**config.mk**
```make
export PLATFORM = sky130hd
export DESIGN_NAME = mpmc11_strip_ctrl_flat
export DESIGN_NICKNAME = d
export VERILOG_FILES = /design/src/rtl/mpmc11_strip_ctrl_if.sv /design/src/rtl/mpmc11_strip_ctrl.sv /design/src/flat_wrapper.sv
export SDC_FILE = /design/constraint.sdc
export NUM_CORES = 1
export LEC_CHECK = 0
export BUFFER_PORTS_ARGS = -buffer_cell sky130_fd_sc_hd__buf_2
export CAP_MARGIN = 15
export CORE_AREA = 5 5 284 286
export DETAILED_ROUTE_END_ITERATION = 8
export DIE_AREA = 0 0 289 291
export GPL_TIMING_DRIVEN = 0
export SETUP_SLACK_MARGIN = 0.1
export SKIP_LAST_GASP = 1
export SLEW_MARGIN = 20
export SYNTH_ARGS = -nofsm -noshare
export SYNTH_HDL_FRONTEND = slang
export SYNTH_SLANG_ARGS = --single-unit
```
**constraint.sdc**
```tcl
create_clock -name clk -period 6.9 [get_ports clk]
set_input_delay 0.345 -clock clk [delete_from_list [all_inputs] [get_ports clk]]
set_output_delay 0.345 -clock clk [all_outputs]
set_load 0.03 [all_outputs]
```
**src/rtl/mpmc11_strip_ctrl_if.sv**
```systemverilog
// Command and read-data bundle between the strip engine (master) and the MIG
// user interface (slave).
interface mpmc11_strip_ctrl_if #(
  parameter int AW = 29,
  parameter int DW = 128
);
  logic          app_rdy;
  logic          app_en;
  logic [2:0]    app_cmd;
  logic [AW-1:0] app_addr;
  logic          app_rd_data_valid;
  logic [DW-1:0] app_rd_data;

  modport master (
    input  app_rdy, app_rd_data_valid, app_rd_data,
    output app_en, app_cmd, app_addr
  );

  modport slave (
    output app_rdy, app_rd_data_valid, app_rd_data,
    input  app_en, app_cmd, app_addr
  );
endinterface

```
**src/rtl/mpmc11_strip_ctrl.sv**
```systemverilog
// Read-strip engine: issues num_strips+1 READs to the MIG and packs the returned
// strips into a line buffer. Optional response watchdog: MPMC11_STRIP_TIMEOUT_EN.
module mpmc11_strip_ctrl #(
  parameter int DW          = 128,
  parameter int AW          = 29,
  parameter int ADDR_INC    = 8,
  parameter int LINE_STRIPS = 4,
  parameter int TO_LIMIT    = 255
) (
  input  logic                      clk,
  input  logic                      rst_n,
  input  logic                      start,
  input  logic [AW-1:0]             base_adr,
  input  logic [5:0]                num_strips,
  mpmc11_strip_ctrl_if.master       mig,
  output logic [5:0]                req_strip_cnt,
  output logic [5:0]                resp_strip_cnt,
  output logic                      busy,
  output logic                      done,
  output logic [DW*LINE_STRIPS-1:0] line_o,
  output logic                      stray,
  output logic                      err
);
  localparam logic [1:0] S_IDLE  = 2'd0;
  localparam logic [1:0] S_ISSUE = 2'd1;
  localparam logic [1:0] S_WAIT  = 2'd2;
  localparam logic [1:0] S_DONE  = 2'd3;

  logic [1:0]    r_state;
  logic [1:0]    w_state_next;
  logic [5:0]    r_num;
  logic [5:0]    r_req;
  logic [5:0]    r_resp;
  logic [AW-1:0] r_base;
  logic          r_stray;
  logic          w_start;
  logic          w_active;
  logic          w_accept;
  logic          w_last_cmd;
  logic          w_cap;
  logic          w_last_resp;
  logic          w_timeout;
  logic [AW-1:0] w_addr;

  assign w_start     = (r_state == S_IDLE) && start;
  assign w_active    = (r_state == S_ISSUE) || (r_state == S_WAIT);
  assign w_accept    = (r_state == S_ISSUE) && mig.app_rdy;
  assign w_last_cmd  = w_accept && (r_req == r_num);
  assign w_cap       = w_active && mig.app_rd_data_valid;
  assign w_last_resp = w_cap && (r_resp == r_num);
  // Address arithmetic is deliberately modulo 2^AW.
  assign w_addr      = r_base + ({{(AW-6){1'b0}}, r_req} * AW'(ADDR_INC));

  assign mig.app_en   = (r_state == S_ISSUE);
  assign mig.app_cmd  = mig.app_en ? 3'b001 : 3'b000;
  assign mig.app_addr = mig.app_en ? w_addr : '0;

  assign req_strip_cnt  = r_req;
  assign resp_strip_cnt = r_resp;
  assign busy           = (r_state != S_IDLE);
  assign done           = (r_state == S_DONE);
  assign stray          = r_stray;

`ifdef MPMC11_STRIP_TIMEOUT_EN
  logic [7:0] r_wdog;

  always_ff @(posedge clk) begin
    if (!rst_n)
      r_wdog <= '0;
    else if (w_start || mig.app_rd_data_valid)
      r_wdog <= '0;
    else if (w_active)
      r_wdog <= r_wdog + 8'd1;
  end

  assign w_timeout = w_active && (r_wdog == 8'(TO_LIMIT));
`else
  assign w_timeout = 1'b0;
`endif
  assign err = w_timeout;

  // The final response wins over both the timeout and the final command acceptance.
  always_comb begin
    w_state_next = r_state;
    case (r_state)
      S_IDLE:  if (start) w_state_next = S_ISSUE;
      S_ISSUE: begin
        if (w_last_resp)      w_state_next = S_DONE;
        else if (w_timeout)   w_state_next = S_IDLE;
        else if (w_last_cmd)  w_state_next = S_WAIT;
      end
      S_WAIT: begin
        if (w_last_resp)      w_state_next = S_DONE;
        else if (w_timeout)   w_state_next = S_IDLE;
      end
      S_DONE:  w_state_next = S_IDLE;
      default: w_state_next = S_IDLE;
    endcase
  end

  always_ff @(posedge clk) begin
    if (!rst_n) begin
      r_state <= S_IDLE;
      r_num   <= '0;
      r_base  <= '0;
      r_req   <= '0;
      r_resp  <= '0;
      r_stray <= 1'b0;
    end else begin
      r_state <= w_state_next;
      r_stray <= (r_state == S_IDLE) && mig.app_rd_data_valid;
      if (w_start) begin
        r_num  <= num_strips;
        r_base <= base_adr;
        r_req  <= '0;
        r_resp <= '0;
      end else begin
        // Both counters stop at num_strips, so 64 strips never overflow 6 bits.
        if (w_accept && !w_last_cmd) r_req  <= r_req + 6'd1;
        if (w_cap && !w_last_resp)   r_resp <= r_resp + 6'd1;
      end
    end
  end

  genvar gi;
  generate
    for (gi = 0; gi < LINE_STRIPS; gi++) begin : g_slot
      logic [DW-1:0] r_slot;

      always_ff @(posedge clk) begin
        if (!rst_n)
          r_slot <= '0;
        else if (w_cap && (r_resp == 6'(gi)))
          r_slot <= mig.app_rd_data;
      end

      assign line_o[gi*DW +: DW] = r_slot;
    end
  endgenerate
endmodule

```
**src/flat_wrapper.sv**
```systemverilog
// flat-port wrapper written by rule: the top's interface ports become plain ports
module mpmc11_strip_ctrl_flat 
#(
  parameter int DW          = 128,
  parameter int AW          = 29,
  parameter int ADDR_INC    = 8,
  parameter int LINE_STRIPS = 4,
  parameter int TO_LIMIT    = 255
)
  (clk, rst_n, start, base_adr, num_strips, req_strip_cnt, resp_strip_cnt, busy, done, line_o, stray, err, mig_app_rdy, mig_app_rd_data_valid, mig_app_rd_data, mig_app_en, mig_app_cmd, mig_app_addr);
  mpmc11_strip_ctrl_if #(.AW(AW), .DW(DW)) mig_i ();
  input  logic clk;
  input  logic rst_n;
  input  logic start;
  input  logic [AW-1:0] base_adr;
  input  logic [5:0] num_strips;
  output logic [5:0] req_strip_cnt;
  output logic [5:0] resp_strip_cnt;
  output logic busy;
  output logic done;
  output logic [DW*LINE_STRIPS-1:0] line_o;
  output logic stray;
  output logic err;
  input wire logic [$bits(mig_i.app_rdy)-1:0] mig_app_rdy;
  input wire logic [$bits(mig_i.app_rd_data_valid)-1:0] mig_app_rd_data_valid;
  input wire logic [$bits(mig_i.app_rd_data)-1:0] mig_app_rd_data;
  output wire logic [$bits(mig_i.app_en)-1:0] mig_app_en;
  output wire logic [$bits(mig_i.app_cmd)-1:0] mig_app_cmd;
  output wire logic [$bits(mig_i.app_addr)-1:0] mig_app_addr;
  assign mig_i.app_rdy = mig_app_rdy;
  assign mig_i.app_rd_data_valid = mig_app_rd_data_valid;
  assign mig_i.app_rd_data = mig_app_rd_data;
  assign mig_app_en = mig_i.app_en;
  assign mig_app_cmd = mig_i.app_cmd;
  assign mig_app_addr = mig_i.app_addr;
  mpmc11_strip_ctrl #(.DW(DW), .AW(AW), .ADDR_INC(ADDR_INC), .LINE_STRIPS(LINE_STRIPS), .TO_LIMIT(TO_LIMIT)) u_core (.clk(clk), .rst_n(rst_n), .start(start), .base_adr(base_adr), .num_strips(num_strips), .mig(mig_i), .req_strip_cnt(req_strip_cnt), .resp_strip_cnt(resp_strip_cnt), .busy(busy), .done(done), .line_o(line_o), .stray(stray), .err(err));
endmodule
```
==> metrics.txt, run 1 <==
buffer count from post-CTS setup fixing 0; R2R cell count 9; Placed Area 28000 um2; initial core utilization 29.5%; # DRC 0; Yosys cell types 49; WP data arrival 3.67 ns; Synth Register Bits 562; WP depth 11; Leak 13.1 nW; Final period util 58.1%; Die Y 291 um; Die W 289 um; Sequential Power Share 40.0%; WL/cell 20.8 um; setup TNS 0 ns; final worst clock skew 0.0260 ns; CTS tree done; Seq/Total Area, Yosys 48.9%; cts repair resizes 0; Worst setup SP type register; Hold-fix buffers, CTS 152; io pins 729; CTS Buf Count 60; crit-path cells ha_1 -> inv_1 -> fa_1 -> nor2b_1 -> o21bai_1 -> a21boi_2 -> o211ai_1 -> buf_2 -> or3_1 -> a21boi_0 -> buf_2; Post-synth top cells nand2_1, dfxtp_1, a21boi_2; Post-Syn Area 23000 um2; Hold Path Origin mig_app_rd_data[103]; largest net degree at the start of global routing 18; H-Tree Depth 2; Worst Tran Pin Value 1.05 ns; most frequent cell on the critical path buf_2; fin nets 3737; Starting DRT DRC Count 1156; GR Util All Layers 21.8%; final setup vio count 0; Worst Hold Depth 3; DP HPWL 73900 um; Final Non-Filler Cells 4657; WP buf/inv 3; area leader, netlist dfxtp_1; critical path type reg2out; r2r setup slk 4.34 ns; first drt pass iteration count 5; top-area cell type share of the netlist area 48.9%; initial antenna violation count 11; die area 84100 um2; layout cells sized above 1 32.2%; Worst VDD drop 206 uV; Crit. Startpoint u_core.req_strip_cnt[0]; CP endpoint kind output pin; Layout area overhead 37.1%; delay of the slowest critical-path stage 0.49 ns; Clock transition at path regs 0.07 ns; worst rel slew slack 29.9%; worst min path class in2reg; worst r2r src u_core.r_state[0]; internal cell power 6.07 mW; max-slew violation count 0; slowest CP cell dfxtp_1; PortBufs 724; Clk network pwr share 37.1%; cells after synthesis 2612; Sw Ratio 32.7%; unrepaired setup endpoints after global routing no; Root Driver clkbuf_16; Max clock buf depth 3; latest clock arrival within the worst-skew pair 0.64 ns; final hold viol count 0; FP Rows 103; FILL cells 7988; Post-synth EDFFs 0; Crit Path Max Fanout 10; via count 21379; final instance area 31600 um2; grt ovf 0; ys async rst share 0%; vias in the first global route 20792; PwrDens 286 nW/um2; placed cell count 4388; Syn Area/Cell 8.81 um2; Power Total 9.02 mW; DRT antenna net count 0; total of max-cap violations 0; Critical Path RT 6.55 ns; NetSw 2.95 mW; FMAX 0.249 GHz; DRT Wirelength 96900 um; Gate power share 22.9%; CTS sink cnt 562; Final Wtd Congestion 0.899; ys flop type dfxtp_1; outcome finished clean; largest cells by area after synthesis dfxtp_1, nand2_1, a21boi_2; delay-heaviest family, CP compound AO/OA/AOI/OAI gates; Tmin final 4.01 ns; Synth Warn # 0; most common cell in the netlist nand2_1; core area 78100 um2; global-route wire length before repair 139000 um; via/cell ratio 4.59
==> layout by cell type (no fill, tap or decap), drive strengths merged, types with 2 or more instances in the layout <==
master	n
conb	3
nor4	2
o21a	3
and2	25
nand4	6
nor3	4
and3	5
inv	14
o21ai	11
clkbuf	192
clkinv	14
buf	814
diode	7
nor2b	3
dlygate4sd3	152
or3	7
and4	3
dfxtp	562
xnor2	17
nor2	19
or2	2
nand3	10
o211ai	4
ha	16
a21boi	553
bufinv	4
nand2	1114
xor2	18
a21oi	7
==> power groups by stage <==
| stage | Sequential (mW) | Clock [mW] | Combinational, mW |
|---|---|---|---|
| 5_1_grt | 3.63 | 3.55 | 2.22 |
| 3_5_place_dp | 3.67 | 0 | 2.01 |
| 6_report | 3.61 | 3.35 | 2.07 |
| 3_3_place_gp | 3.67 | 0 | 2.00 |
| 2_1_floorplan | 4.00 | 0 | 0.923 |
| 4_1_cts | 3.60 | 3.42 | 2.09 |
==> per-stage QoR <==
stage | setup WS, ns | utilization, % | hold slack, ns
2_1_floorplan | 3.51 | - | 0.439
3_3_place_gp | 3.52 | 35.8 | 0.437
3_5_place_dp | 3.54 | 35.8 | 0.441
4_1_cts | 2.82 | 40.4 | 0.00102
5_1_grt | 2.65 | 40.4 | 0.00728
6_report | 2.89 | 40.4 | 0.0339
==> layer usage <==
layer	global-route usage, %	routed length [um]	vias up
met5	0	56	-
met4	6.62	3010	8
met3	6.62	8750	156
met2	38.6	47400	787
met1	25.3	37700	10093
li1	-	-	10335
==> cell families after synthesis <==
family | Yosys count | synth area share, %
and+or+nand+nor | 1204 | 20.5
AOI/OAI and AO/OA | 588 | 22.5
DFF | 562 | 48.9
buffers and inverters | 204 | 5.78
xor gates and xnor gates | 35 | 1.33
adders and majority gates | 17 | 0.957
other | 1 | 0.0163
muxes | 1 | 0.0435
==> area by class of cell <==
cell class                 count  area [um2]  share of cell area, %
antenna                        7        17.5                 0.0555
buffer                       191        1290                   4.09
clock buffer                  91        1800                   5.70
clock inverter                19         253                  0.801
inverter                      13        48.8                  0.155
multi-input combinational   1848       10400                   33.1
sequential                   562       11300                   35.7
tap                         1050        1310                   4.16
timing repair buffer         876        5140                   16.3
==> worst register-to-register path: stages (launching register included) <==
cell      delay (ns)
dfxtp_1         0.40
inv_1           0.11
ha_1            0.38
nand2_1         0.15
nor2_4          0.09
nand2_1         0.09
clkbuf_2        0.51
buf_2           0.52
nand2_1         0.14
a21boi_2        0.15
==> worst paths after layout <==
check,endpoint
worst min-delay path,u_core.g_slot[0].r_slot[103]
worst max register to register,u_core.g_slot[1].r_slot[97]
worst max-delay path,mig_app_addr[27]
worst min register to register,u_core.g_slot[0].r_slot[71]
==> registers in the layout, summed over array words and instances (netlist names) <==
register and count:
u_core.g_slot.r_slot 512, u_core.resp_strip_cnt 6, u_core.req_strip_cnt 6, u_core.stray 1
u_core.r_base 29, u_core.r_num 6, u_core.r_state 2
Power figures use the tool's default switching activity.
==> run 2, diff against run 1 <==
==> constraint.sdc (replaced) <==
create_clock -name clk -period 3.7 [get_ports clk]
set_input_delay 0.185 -clock clk [delete_from_list [all_inputs] [get_ports clk]]
set_output_delay 0.185 -clock clk [all_outputs]
set_load 0.03 [all_outputs]
==> run 2 against run 1 <==
Effect of this change:
- sequential power grew 86%
- core utilization grew 0.20 points
- clock skew grew 0.00078 ns
- total power grew 87%
- clock power grew 86%
- combinational power grew 87%
- sequential cell count is the same
- sequential share of layout area shrank 0.17 points
- register-to-register slack lost 3.2 ns
==> metrics.txt, run 2 (synthesis gave the netlist of run 1 again) <==
outcome finished clean; max reg flops 512; Worst VDD drop 386 uV; die area 84100 um2; placed cell count 4388; Die W 289 um; io pins 729; Layout area overhead 37.8%; Clk network pwr share 37.0%; Sw Ratio 32.8%; max-slew violation count 0; Die Y 291 um; Crit Path Max Fanout 10; grt ovf 0; NetSw 5.52 mW; GR Util All Layers 21.9%; Sequential Power Share 39.9%; worst min path class in2reg; DRT antenna net count 0; initial antenna violation count 9; Power Total 16.9 mW; Worst setup SP type register; total of max-cap violations 0; Leak 13.2 nW; final worst clock skew 0.0267 ns; FP Rows 103; Final Non-Filler Cells 4671; Root Driver clkbuf_16; crit-path cells inv_1 -> fa_1 -> nor2b_2 -> o21bai_1 -> a21boi_2 -> o211ai_1 -> buf_2 -> or3_1 -> a21boi_1 -> buf_4; setup TNS 0 ns; DRT Wirelength 97300 um; critical path type reg2out; Starting DRT DRC Count 1309; final hold viol count 0; initial core utilization 29.5%; largest registers u_core.g_slot.r_slot x512, u_core.r_base x29; WP data arrival 3.20 ns; unrepaired setup endpoints after global routing no; Gate power share 23.1%; WL/cell 20.8 um; DP HPWL 73900 um; # DRC 0; r2r setup slk 1.12 ns; layout cells sized above 1 32.2%; FMAX 0.295 GHz; most frequent cells in the layout nand2_1, buf_2, dfxtp_1; via/cell ratio 4.59; Final Wtd Congestion 0.899; Tmin final 3.39 ns; latest clock arrival within the worst-skew pair 0.64 ns; fin nets 3751; PwrDens 531 nW/um2; PortBufs 724; delay of the slowest critical-path stage 0.47 ns; CTS sink cnt 562; fin util 40.6%; largest net degree at the start of global routing 18; CTS Buf Count 60; CTS tree done; most common cell after layout, fill and taps aside nand2_1; via count 21435; first drt pass iteration count 7; Max clock buf depth 3; worst rel slew slack 29.6%; final setup vio count 0; core area 78100 um2; vias in the first global route 20841; Worst Tran Pin Value 1.06 ns; Reg with most FFs u_core.g_slot.r_slot; slowest CP cell fa_1; Final period util 91.5%; internal cell power 11.3 mW; global-route wire length before repair 139000 um; Clock transition at path regs 0.06 ns; H-Tree Depth 2; Critical Path RT 3.51 ns; CP endpoint kind output pin
## run 2: cell count changes in the layout (fill, tap and decap cells not counted), sizes merged
cell         before  now
buf             814  815
dlygate4sd3     152  165
## run 2: final cells by class
class                           count  area (um2)
Clock inverter                     19         253
Fill cell                        7965       46400
Sequential cell                   562       11300
Clock buffer                       91        1800
Multi-Input combinational cell   1848       10400
Timing Repair Buffer              890        5290
Buffer                            191        1290
Antenna cell                        7        17.5
Inverter                           13        48.8
Tap cell                         1050        1310
## run 2: power groups by stage
stage / clock (mW) / combinational, mW / sequential (mW)
4_1_cts: 6.37 / 3.91 / 6.72
2_1_floorplan: 0 / 1.72 / 7.47
3_5_place_dp: 0 / 3.75 / 6.85
3_3_place_gp: 0 / 3.73 / 6.84
6_report: 6.24 / 3.88 / 6.73
5_1_grt: 6.61 / 4.16 / 6.77
## run 2: path summary, 6_finish.rpt
check                         startpoint                          end  cells after the start
min reg2reg  u_core.g_slot[0].r_slot[71]  u_core.g_slot[0].r_slot[71]                      2
max              u_core.req_strip_cnt[1]             mig_app_addr[25]                     10
max reg2reg            u_core.r_state[0]  u_core.g_slot[1].r_slot[97]                      9
min                                start            u_core.r_state[1]                      3
## run 2: worst max-delay path: cells and delay by family, from the launching register on
family	cells	cell delay, ns
compound gates	4	0.60
simple gates	2	0.54
buf+inv	3	0.53
fa+ha+maj	1	0.47
flops	1	0.45
## run 2: layer usage
metal	wire length, um	share of wire [%]	GRT usage [%]	up-vias
met3	9140	9.4	6.54	152
met4	3070	3.2	6.66	4
met2	47600	49	38.7	819
li1	-	-	-	10358
met1	37500	39	25.3	10102
met5	30	0.031	0	-
## run 2: per-stage QoR
stage                     instance area, um2  setup slack (ns)  hold WS (ns)
after global routing                   31700             0.130        0.0464
after detailed placement               28000             0.503         0.441
final                                  31700             0.314        0.0590
after floorplan                        23000             0.473         0.320
after CTS                              31700             0.179       0.00557
after global placement                 28000             0.467         0.437
## run 2: what timing repair did
action | 4_1_cts | 5_1_grt
gates resized for setup | 8 | 3
hold endpoints to repair | 549 | 0
buffers inserted | 1 | 0
setup endpoints to repair | 5 | 3
pin swaps | 1 | 0
hold buffers | 165 | 0
